$ cat src/rtl/lcd_byte_arbiter_if.sv
// lcd_byte_arbiter_if: requester, LCD controller and status signals of the LCD byte arbiter.
interface lcd_byte_arbiter_if;
    logic       iReq0_Valid;
    logic [7:0] iReq0_Data;
    logic       oReq0_Full;
    logic       iReq1_Valid;
    logic [7:0] iReq1_Data;
    logic       oReq1_Full;
    logic       iLCD_Ready;
    logic [7:0] oLCD_Data;
    logic       oLCD_DataReady;
    logic       oGrant;
    logic       oBusy;
    logic [1:0] oOverflow;
    logic       oTimeout;
    logic       iClearError;

    modport slave (
        input  iReq0_Valid, iReq0_Data, iReq1_Valid, iReq1_Data, iLCD_Ready, iClearError,
        output oReq0_Full, oReq1_Full, oLCD_Data, oLCD_DataReady, oGrant, oBusy, oOverflow, oTimeout
    );

    modport master (
        output iReq0_Valid, iReq0_Data, iReq1_Valid, iReq1_Data, iLCD_Ready, iClearError,
        input  oReq0_Full, oReq1_Full, oLCD_Data, oLCD_DataReady, oGrant, oBusy, oOverflow, oTimeout
    );
endinterface

$ cat src/rtl/lcd_byte_arbiter.sv
// lcd_byte_arbiter: round-robin sharing of one LCD data port between two FIFO-buffered byte producers,
// with a ready-drop timeout so a stalled controller cannot hang the issuing side.
module lcd_byte_arbiter #(
    parameter int FIFO_DEPTH  = 4,
    parameter int ACK_TIMEOUT = 255
) (
    input  logic              Clock,
    input  logic              Reset,
    lcd_byte_arbiter_if.slave bus
);
    localparam int AW = $clog2(FIFO_DEPTH);
    localparam int NW = AW + 1;
    localparam int CW = $clog2(ACK_TIMEOUT + 1);

    typedef enum logic [1:0] {IDLE, ISSUE, WAIT_ACK, WAIT_DONE} state_t;

    state_t        r_state, w_next;
    logic [7:0]    r_data;
    logic          r_strobe;
    logic          r_grant;
    logic [1:0]    r_overflow;
    logic          r_timeout;
    logic [CW-1:0] r_timer;

    logic [1:0]    w_valid, w_full, w_nempty, w_push, w_pop;
    logic [7:0]    w_wdata [2];
    logic [7:0]    w_rdata [2];
    logic          w_go, w_sel, w_expire;
    logic [CW-1:0] w_timer_nxt;

    assign w_valid    = {bus.iReq1_Valid, bus.iReq0_Valid};
    assign w_wdata[0] = bus.iReq0_Data;
    assign w_wdata[1] = bus.iReq1_Data;

    for (genvar i = 0; i < 2; i++) begin : g_fifo
        logic [7:0]    r_mem [FIFO_DEPTH];
        logic [AW-1:0] r_wptr, r_rptr;
        logic [NW-1:0] r_count;
        assign w_full[i]   = r_count == NW'(FIFO_DEPTH);
        assign w_nempty[i] = r_count != '0;
        assign w_push[i]   = w_valid[i] && !w_full[i];
        assign w_rdata[i]  = r_mem[r_rptr];
        always_ff @(posedge Clock) begin
            if (w_push[i]) r_mem[r_wptr] <= w_wdata[i];
        end
        always_ff @(posedge Clock or negedge Reset) begin
            if (!Reset) begin
                r_wptr  <= '0;
                r_rptr  <= '0;
                r_count <= '0;
            end else begin
                if (w_push[i]) r_wptr <= r_wptr + 1'b1;
                if (w_pop[i]) r_rptr <= r_rptr + 1'b1;
                r_count <= r_count + NW'(w_push[i]) - NW'(w_pop[i]);
            end
        end
    end

    // With both FIFOs pending, the requester that did not win last time goes next.
    assign w_go        = r_state == IDLE && bus.iLCD_Ready && |w_nempty;
    assign w_sel       = &w_nempty ? ~r_grant : w_nempty[1];
    assign w_pop       = w_go ? (w_sel ? 2'b10 : 2'b01) : 2'b00;
    assign w_timer_nxt = r_timer + 1'b1;
    assign w_expire    = r_state == WAIT_ACK && bus.iLCD_Ready && w_timer_nxt == CW'(ACK_TIMEOUT);

    always_ff @(posedge Clock or negedge Reset) begin
        if (!Reset) r_state <= IDLE;
        else        r_state <= w_next;
    end

    always_comb begin
        w_next = r_state;
        case (r_state)
            IDLE:      w_next = w_go ? ISSUE : IDLE;
            ISSUE:     w_next = WAIT_ACK;
            WAIT_ACK:  w_next = !bus.iLCD_Ready ? WAIT_DONE : (w_expire ? IDLE : WAIT_ACK);
            WAIT_DONE: w_next = bus.iLCD_Ready ? IDLE : WAIT_DONE;
            default:   w_next = IDLE;
        endcase
    end

    always_ff @(posedge Clock or negedge Reset) begin
        if (!Reset) begin
            r_data     <= 8'h00;
            r_strobe   <= 1'b0;
            r_grant    <= 1'b1;
            r_overflow <= 2'b00;
            r_timeout  <= 1'b0;
            r_timer    <= '0;
        end else begin
            r_strobe <= w_go;
            if (w_go) begin
                r_data  <= w_sel ? w_rdata[1] : w_rdata[0];
                r_grant <= w_sel;
            end
            r_overflow <= bus.iClearError ? 2'b00 : r_overflow | (w_valid & w_full);
            r_timeout  <= bus.iClearError ? 1'b0 : r_timeout | w_expire;
            r_timer    <= r_state == ISSUE ? '0 :
                          (r_state == WAIT_ACK && bus.iLCD_Ready) ? w_timer_nxt : r_timer;
        end
    end

    assign bus.oReq0_Full     = w_full[0];
    assign bus.oReq1_Full     = w_full[1];
    assign bus.oLCD_Data      = r_data;
    assign bus.oLCD_DataReady = r_strobe;
    assign bus.oGrant         = r_grant;
    assign bus.oBusy          = r_state != IDLE || |w_nempty;
    assign bus.oOverflow      = r_overflow;
    assign bus.oTimeout       = r_timeout;
endmodule

$ cat src/flat_wrapper.sv
// flat-port wrapper written by rule: the top's interface ports become plain ports
module lcd_byte_arbiter_flat 
#(
    parameter int FIFO_DEPTH  = 4,
    parameter int ACK_TIMEOUT = 255
)
  (Clock, Reset, bus_iReq0_Valid, bus_iReq0_Data, bus_iReq1_Valid, bus_iReq1_Data, bus_iLCD_Ready, bus_iClearError, bus_oReq0_Full, bus_oReq1_Full, bus_oLCD_Data, bus_oLCD_DataReady, bus_oGrant, bus_oBusy, bus_oOverflow, bus_oTimeout);
  lcd_byte_arbiter_if bus_i ();
  input  logic Clock;
  input  logic Reset;
  input wire logic [$bits(bus_i.iReq0_Valid)-1:0] bus_iReq0_Valid;
  input wire logic [$bits(bus_i.iReq0_Data)-1:0] bus_iReq0_Data;
  input wire logic [$bits(bus_i.iReq1_Valid)-1:0] bus_iReq1_Valid;
  input wire logic [$bits(bus_i.iReq1_Data)-1:0] bus_iReq1_Data;
  input wire logic [$bits(bus_i.iLCD_Ready)-1:0] bus_iLCD_Ready;
  input wire logic [$bits(bus_i.iClearError)-1:0] bus_iClearError;
  output wire logic [$bits(bus_i.oReq0_Full)-1:0] bus_oReq0_Full;
  output wire logic [$bits(bus_i.oReq1_Full)-1:0] bus_oReq1_Full;
  output wire logic [$bits(bus_i.oLCD_Data)-1:0] bus_oLCD_Data;
  output wire logic [$bits(bus_i.oLCD_DataReady)-1:0] bus_oLCD_DataReady;
  output wire logic [$bits(bus_i.oGrant)-1:0] bus_oGrant;
  output wire logic [$bits(bus_i.oBusy)-1:0] bus_oBusy;
  output wire logic [$bits(bus_i.oOverflow)-1:0] bus_oOverflow;
  output wire logic [$bits(bus_i.oTimeout)-1:0] bus_oTimeout;
  assign bus_i.iReq0_Valid = bus_iReq0_Valid;
  assign bus_i.iReq0_Data = bus_iReq0_Data;
  assign bus_i.iReq1_Valid = bus_iReq1_Valid;
  assign bus_i.iReq1_Data = bus_iReq1_Data;
  assign bus_i.iLCD_Ready = bus_iLCD_Ready;
  assign bus_i.iClearError = bus_iClearError;
  assign bus_oReq0_Full = bus_i.oReq0_Full;
  assign bus_oReq1_Full = bus_i.oReq1_Full;
  assign bus_oLCD_Data = bus_i.oLCD_Data;
  assign bus_oLCD_DataReady = bus_i.oLCD_DataReady;
  assign bus_oGrant = bus_i.oGrant;
  assign bus_oBusy = bus_i.oBusy;
  assign bus_oOverflow = bus_i.oOverflow;
  assign bus_oTimeout = bus_i.oTimeout;
  lcd_byte_arbiter #(.FIFO_DEPTH(FIFO_DEPTH), .ACK_TIMEOUT(ACK_TIMEOUT)) u_core (.Clock(Clock), .Reset(Reset), .bus(bus_i));
endmodule
$ cat config.mk
export PLATFORM = sky130hd
export DESIGN_NAME = lcd_byte_arbiter_flat
export DESIGN_NICKNAME = d
export VERILOG_FILES = /design/src/rtl/lcd_byte_arbiter_if.sv /design/src/rtl/lcd_byte_arbiter.sv /design/src/flat_wrapper.sv
export SDC_FILE = /design/constraint.sdc
export NUM_CORES = 1
export LEC_CHECK = 0
export ABC_AREA = 1
export BUFFER_PORTS_ARGS = -buffer_cell sky130_fd_sc_hd__buf_4
export CAP_MARGIN = 0
export CORE_MARGIN = 2
export CORE_UTILIZATION = 36
export DETAILED_ROUTE_END_ITERATION = 6
export HOLD_SLACK_MARGIN = 0.05
export SYNTH_ARGS = -nofsm -noshare
export SYNTH_HDL_FRONTEND = slang
export SYNTH_SLANG_ARGS = --single-unit
$ cat constraint.sdc
create_clock -name Clock -period 2.54 [get_ports Clock]
set_input_delay 0.127 -clock Clock [delete_from_list [all_inputs] [get_ports Clock]]
set_output_delay 0.127 -clock Clock [all_outputs]
set_load 0.01 [all_outputs]
==> metrics.md, run 1 <==
| Metric | Value |
|---|---|
| Outcome | completed |
| Largest net degree at the start of global routing | 38 |
| Post-synth EDFFs | 64 |
| Sequential cell area fraction in the yosys report | 65.7% |
| Die height | 114 µm |
| Antenna cells | 0 |
| Area added between synthesis and finish | 22.6% |
| Cell variety after synth | 27 |
| Met3 wire length | 287 µm |
| I/O pins | 38 |
| FF+latch count, synth | 101 |
| Vias/cell | 4.67 |
| Max Slew Vio Count | 0 |
| Most common cell after layout, fill and taps aside | edfxtp_1 |
| Clock latency on the worst-skew pair | 0.34 ns |
| Final Skew | 0.0116 ns |
| Initial DRC count | 140 |
| DRT antenna net count | 0 |
| Synth area leaders | edfxtp_1 44%, dfrtp_1 21%, nand2_1 4.7% |
| Nets | 489 |
| Critical R2R Capture | u_core.g_fifo[0].r_count[2] |
| Dpl cells | 568 |
| Final Hold Fails | 0 |
| Worst-path fanout max | 4 |
| Worst path required time | 2.76 ns |
| Tmin final | 2.03 ns |
| CP max stage delay | 0.42 ns |
| Ys Warns | 0 |
| Setup crit end kind | flip-flop |
| Total Routing Usage GR | 14.2% |
| Vias in the first global route | 2,949 |
| Final worst path period share | 79.8% |
| Core footprint | 11,900 µm² |
| Worst Hold Class | input port to flip-flop |
| Top_reg_cell synth | edfxtp_1 |
| RSZ-0062 raised after global routing | false |
| Pwr Density | 1050 nW/µm² |
| Max_slew headroom | 57.2% |
| Die area | 12,900 µm² |
| Hold Crit Depth | 3 |
| Area share of the largest cell type after synthesis | 44.3% |
| DR DRC count | 0 |
| R2R cell count | 9 |
| Worst Path Arrival | 2.25 ns |
| R2R Setup Slk | 0.51 ns |
| Initial core utilization | 36.4% |
| Initial antenna violation count | 0 |
| Worst hold slack | 0.0651 ns |
| WL met1 | 3.68 mm |
| Max layer used | met4 |
| Crit Reg-Reg Startpoint | u_core.g_fifo[1].r_count[0] |
| CP max stage cell | dfrtp_1 |
| Clk pin slew, worst setup/hold paths | 0.07 ns |
| Drt pass-1 iters | 4 |
| GRT Residual Overflow | 0 |
| CTS HTree Levels | 3 |
| Setup Fix Bufs, Post-CTS | 0 |
| Post-DP HPWL | 5.74 mm |
| CTS max path bufs | 2 |
| Final core occ | 44.7% |
| Synthesized instance count | 382 |
| Post-Layout Cell Count | 603 |
| Rows | 40 |
| Startpoint type of the worst setup path | flip-flop |
| CTS resizes | 0 |
| Commonest non-fill, non-tap cells in the layout | 64 x edfxtp_1, 54 x nand2_1, 53 x nor2_1 |
| Post-synth top area cell | edfxtp_1 |
| First-pass GRT wire length | 14.2 mm |
| Syn_area_per_cell | 11.4 µm² |
| Mapped Area | 4340 µm² |
| Maxcap violations | 0 |
| Hold-critical path endpoint | u_core.bus.oOverflow[1] |
| Vias post-DR | 2,817 |
| WL/cell | 13.7 µm |
| Worst vdd ir | 0.519 mV |
| Leak | 0.00215 µW |
| I/O Buffers | 37 |
| Cell Chain, Critical Path | nor2_1 > nand2_1 > o21bai_2 > nor2_4 > ha_1 > inv_1 > ha_1 > fa_1 > xnor2_1 |
| FMAX | 493 MHz |
| Die Width | 114 µm |
| Met2 Wirelength | 4.20 mm |
| Routability cong. | 0.777 |
| Layout cell share with drive strength beyond 1 | 20.0% |
| TritonCTS Sinks | 101 |
| Worst-margin pin slew | 0.642 ns |
| Final Setup Violations | 0 |
| Hold Path Origin | bus_iReq1_Valid |
| Final WL | 8.27 mm |
| Kind of critical path | flip-flop to flip-flop |
| Hold_buf cts | 19 |
| Setup_tns | 0 ns |
| Synth Net Count | 420 |
| CTS root buf | clkbuf_16 |
| Ys async rst share | 36.6% |
| Most common cell on crit path | ha_1 |
| TritonCTS Buffers | 9 |
| CTS tree | built |
[area by class of cell]
| type | instances | area (µm²) |
|---|---|---|
| Tap cell | 147 | 184 |
| Timing Repair Buffer | 67 | 551 |
| Sequential cell | 101 | 2850 |
| Clock inverter | 6 | 71.3 |
| Fill cell | 1128 | 6590 |
| Clock buffer | 10 | 229 |
| Multi-Input combinational cell | 232 | 1290 |
| Inverter | 40 | 150 |
[per-stage QoR]
stage	power (µW)	setup slack (ns)	instance area, µm²
floorplan	3630	0.467	4340
global placement	4190	0.579	4830
detailed placement	4280	0.521	4830
CTS	5670	0.500	5320
global route	6010	0.369	5320
finish	5590	0.513	5320
[synth_stat cells (3+ instances only)]
master / count
edfxtp_1: 64
nand2_1: 54
nor2_1: 53
dfrtp_1: 36
o21ai_0: 36
inv_1: 32
o22ai_1: 20
nand3_1: 17
ha_1: 14
nand2_2: 8
xor2_1: 7
buf_2: 6
inv_2: 6
a21oi_1: 4
nor2_4: 4
buf_4: 3
[flip-flops by register name, summed over array words and instances, names as in the netlist, 2 cells and up]
| signal | flops |
|---|---|
| u_core.g_fifo.r_mem | 64 |
| u_core.bus.oLCD_Data | 8 |
| u_core.r_timer | 8 |
| u_core.g_fifo.r_count | 6 |
| u_core.g_fifo.r_rptr | 4 |
| u_core.g_fifo.r_wptr | 4 |
| u_core.bus.oOverflow | 2 |
| u_core.r_state | 2 |
[power breakdown]
| part | switching (µW) | total [µW] | internal [µW] |
|---|---|---|---|
| Combinational | 1020 | 1700 | 674 |
| Sequential | 327 | 2540 | 2210 |
| Clock | 582 | 1360 | 774 |
[layer usage]
layer,GRT usage (%),vias up
met3,3.13,10
met1,17.9,1335
met2,24.3,49
met4,5.20,0
li1,-,1423
met5,0,-
[worst max-delay path: cells and delay by family (launching register included)]
kind | cells | cell delay (ns)
AOI/OAI and AO/OA | 1 | 0.22
DFF | 1 | 0.42
xor gates and xnor gates | 1 | 0.14
adders and majority gates | 3 | 0.84
buffers and inverters | 1 | 0.04
and+or+nand+nor | 3 | 0.26
[worst max path at each step]
stage / from / end / slack, ns / depth (start not counted)
floorplan: u_core.g_fifo[1].r_count[0] / u_core.g_fifo[0].r_count[2] / 0.47 / 10
global placement: u_core.g_fifo[1].r_count[0] / u_core.g_fifo[0].r_count[2] / 0.58 / 9
detailed placement: u_core.g_fifo[0].r_count[0] / u_core.g_fifo[0].r_count[2] / 0.52 / 11
CTS: u_core.g_fifo[0].r_count[0] / u_core.g_fifo[0].r_count[2] / 0.50 / 11
global route: u_core.g_fifo[1].r_count[0] / u_core.g_fifo[0].r_count[2] / 0.37 / 9
finish: u_core.g_fifo[1].r_count[0] / u_core.g_fifo[0].r_count[2] / 0.51 / 9
[cell families (layout without fill, tap and decap cells)]
| group | Yosys count | after routing | synth area share [%] |
|---|---|---|---|
| flip-flops | 101 | 101 | 65.7 |
| XOR/XNOR | 9 | 9 | 1.82 |
| AND/OR/NAND/NOR | 141 | 141 | 14.3 |
| adder cells (fa/ha/maj) | 16 | 16 | 4.96 |
| AO/OA/AOI/OAI | 66 | 66 | 8.59 |
| buffers and inverters | 49 | 123 | 4.67 |
No activity file was read; power rests on OpenSTA's default activity.
==> run 2: changes to the inputs <==
==> constraint.sdc (replaced) <==
create_clock -name Clock -period 2.1 [get_ports Clock]
set_input_delay 0.105 -clock Clock [delete_from_list [all_inputs] [get_ports Clock]]
set_output_delay 0.105 -clock Clock [all_outputs]
set_load 0.01 [all_outputs]
==> run 2 against run 1 <==
Against the previous run: wire length rose by 4.7%; die area did not move; first-iteration DRC count rose by 7.1%; critical path depth rose by 2; non-clock buffer count rose by 8; clock-buffer cell count did not move; fmax rose by 2.3%; via count rose by 3.6%; critical endpoint unchanged.
==> metrics.md, run 2 (synthesis results as in run 1) <==
| Metric | Value |
|---|---|
| Area added between synthesis and finish | 24.8% |
| Vias post-DR | 2,919 (+3.6%) |
| Initial antenna violation count | 0 (unchanged) |
| RSZ-0062 raised after global routing | false |
| Fillers | 1,113 (-1.3%) |
| Nets | 497 (+1.6%) |
| Largest net degree at the start of global routing | 38 (unchanged) |
| Vias in the first global route | 2,980 (+1.1%) |
| Rows | 40 (unchanged) |
| Antenna cells | 0 (unchanged) |
| Vias/cell | 4.78 (+2.3%) |
| Total Routing Usage GR | 14.3% (about the same) |
| Max_slew headroom | 67.6% (+10 points) |
| Pwr Density | 1290 nW/µm² (+22%) |
| Core footprint | 11,900 µm² (unchanged) |
| TritonCTS Buffers | 9 (unchanged) |
| Setup crit end kind | flip-flop |
| Initial core utilization | 36.4% (unchanged) |
| Met3 wire length | 259 µm (-9.8%) |
| TritonCTS Sinks | 101 (unchanged) |
| Layout cell share with drive strength beyond 1 | 21.3% (+1.4 points) |
| Clock latency on the worst-skew pair | 0.34 ns (about the same) |
| Max layer used | met4 |
| Clk pin slew, worst setup/hold paths | 0.07 ns (about the same) |
| Worst Path Arrival | 2.21 ns (-0.04 ns) |
| Die height | 114 µm (unchanged) |
| WL met1 | 3.97 mm (+8.0%) |
| Leak | 0.00219 µW (+2.1%) |
| Met2 Wirelength | 4.23 mm (+0.64%) |
| FMAX | 505 MHz (+2.3%) |
| Drt pass-1 iters | 4 (unchanged) |
| DR DRC count | 0 (unchanged) |
| Die area | 12,900 µm² (unchanged) |
| Final Hold Fails | 0 (unchanged) |
| DP Worst Slack | 0.0748 ns (-0.446 ns) |
| Maxcap violations | 0 (unchanged) |
| Worst vdd ir | 0.628 mV (+21%) |
| First-pass GRT wire length | 14.2 mm (about the same) |
| Worst setup margin | 0.120 ns (-0.394 ns) |
| Setup_tns | 0 ns (unchanged) |
| Tmin final | 1.98 ns (-0.0465 ns) |
| Storage cell area | 2850 µm² (unchanged) |
| Die Width | 114 µm (unchanged) |
| CTS max path bufs | 2 (unchanged) |
| Kind of critical path | flip-flop to flip-flop |
| Final Setup Violations | 0 (unchanged) |
| WL/cell | 14.2 µm (+3.3%) |
| Final worst path period share | 94.3% (+15 points) |
| I/O pins | 38 (unchanged) |
| Reg with most FFs | u_core.g_fifo.r_mem |
| CTS tree | built |
| Post-DP HPWL | 5.88 mm (+2.4%) |
| I/O Buffers | 37 (unchanged) |
| DRT antenna net count | 0 (unchanged) |
| GRT Residual Overflow | 0 (unchanged) |
| CTS HTree Levels | 3 (unchanged) |
| Worst-margin pin slew | 0.486 ns (-0.156 ns) |
| CTS root buf | clkbuf_16 |
| Commonest non-fill, non-tap cells in the layout | 64 x edfxtp_1, 54 x buf_4, 53 x nor2_1, 53 x nand2_1 |
| Worst Hold Class | input port to async pin |
| Worst-path fanout max | 3 (-1) |
| Initial DRC count | 150 (+7.1%) |
| Startpoint type of the worst setup path | flip-flop |
| Outcome | completed |
| Worst path required time | 2.33 ns (-0.43 ns) |
| Routability cong. | 0.779 (+0.28%) |
| Most common cell after layout, fill and taps aside | edfxtp_1 |
| Final Skew | 0.00621 ns (-0.00538 ns) |
| Area of the multi-input gates | 1300 µm² (+0.78%) |
| Final WL | 8.66 mm (+4.7%) |
| Max Slew Vio Count | 0 (unchanged) |
| Max FFs per register | 64 (unchanged) |
## run 2: worst paths after layout
| check | startpoint | end | slack [ns] | cells after the start |
|---|---|---|---|---|
| setup reg to reg | u_core.g_fifo[0].r_count[1] | u_core.g_fifo[0].r_count[2] | 0.12 | 11 |
| max in group asynchronous | Reset | u_core.bus.oGrant | 1.48 | 2 |
| setup / recovery | u_core.g_fifo[0].r_count[1] | u_core.g_fifo[0].r_count[2] | 0.12 | 11 |
| min in group Clock | bus_iClearError | u_core.bus.oTimeout | 0.47 | 3 |
| hold / removal | Reset | u_core.r_timer[3] | 0.26 | 2 |
| hold reg to reg | u_core.bus.oGrant | u_core.bus.oGrant | 0.51 | 2 |
## run 2: area by class of cell
class / count / share of cell area (%)
clock buffer: 10 / 4.41
clock inverter: 6 / 1.46
inverter: 40 / 2.77
multi-input combinational: 232 / 24.0
sequential: 101 / 52.6
tap: 147 / 3.40
timing repair buffer: 75 / 11.4
## run 2: stage by stage
step	hold slack [ns]	total power (µW)	area [µm²]	utilization, %	std cells
final	0.259	6960	5410	45.5	611
after global routing	0.301	7450	5410	45.5	611
after CTS	0.272	6990	5390	45.2	609
after detailed placement	0.103	5220	4860	40.8	572
after global placement	0.0994	5110	4860	40.8	572
after floorplan	-0.191	4390	4340	-	382
## run 2: worst max-delay path: stages, from the launching register on
cell and delay, ns:
dfrtp_1 0.40, nor2_1 0.14, nand2_2 0.10, nand2_1 0.08, nand2_2 0.06, inv_2 0.07
nor2_4 0.04, ha_1 0.26, inv_1 0.04, ha_1 0.18, fa_1 0.38, xnor2_1 0.13
## run 2: layer usage
layer / vias to the layer above / GRT usage (%)
li1: 1439 / -
met1: 1405 / 17.5
met2: 57 / 24.3
met3: 18 / 3.40
met4: 0 / 5.77
met5: - / 0
## run 2: timing repair
action                     4_1_cts  5_1_grt
setup endpoints to repair        0        2
gates resized for setup          0        2
hold buffers                    21        0
buffers inserted                 0        2
hold endpoints to repair       104        0
## run 2: where the power goes
part	switching, µW	total, µW	leakage [µW]	internal [µW]
Sequential	341	3010	0.00105	2670
Combinational	1340	2220	0.000998	881
Clock	747	1730	0.000151	981
Total	2430	6960	0.00219	4530
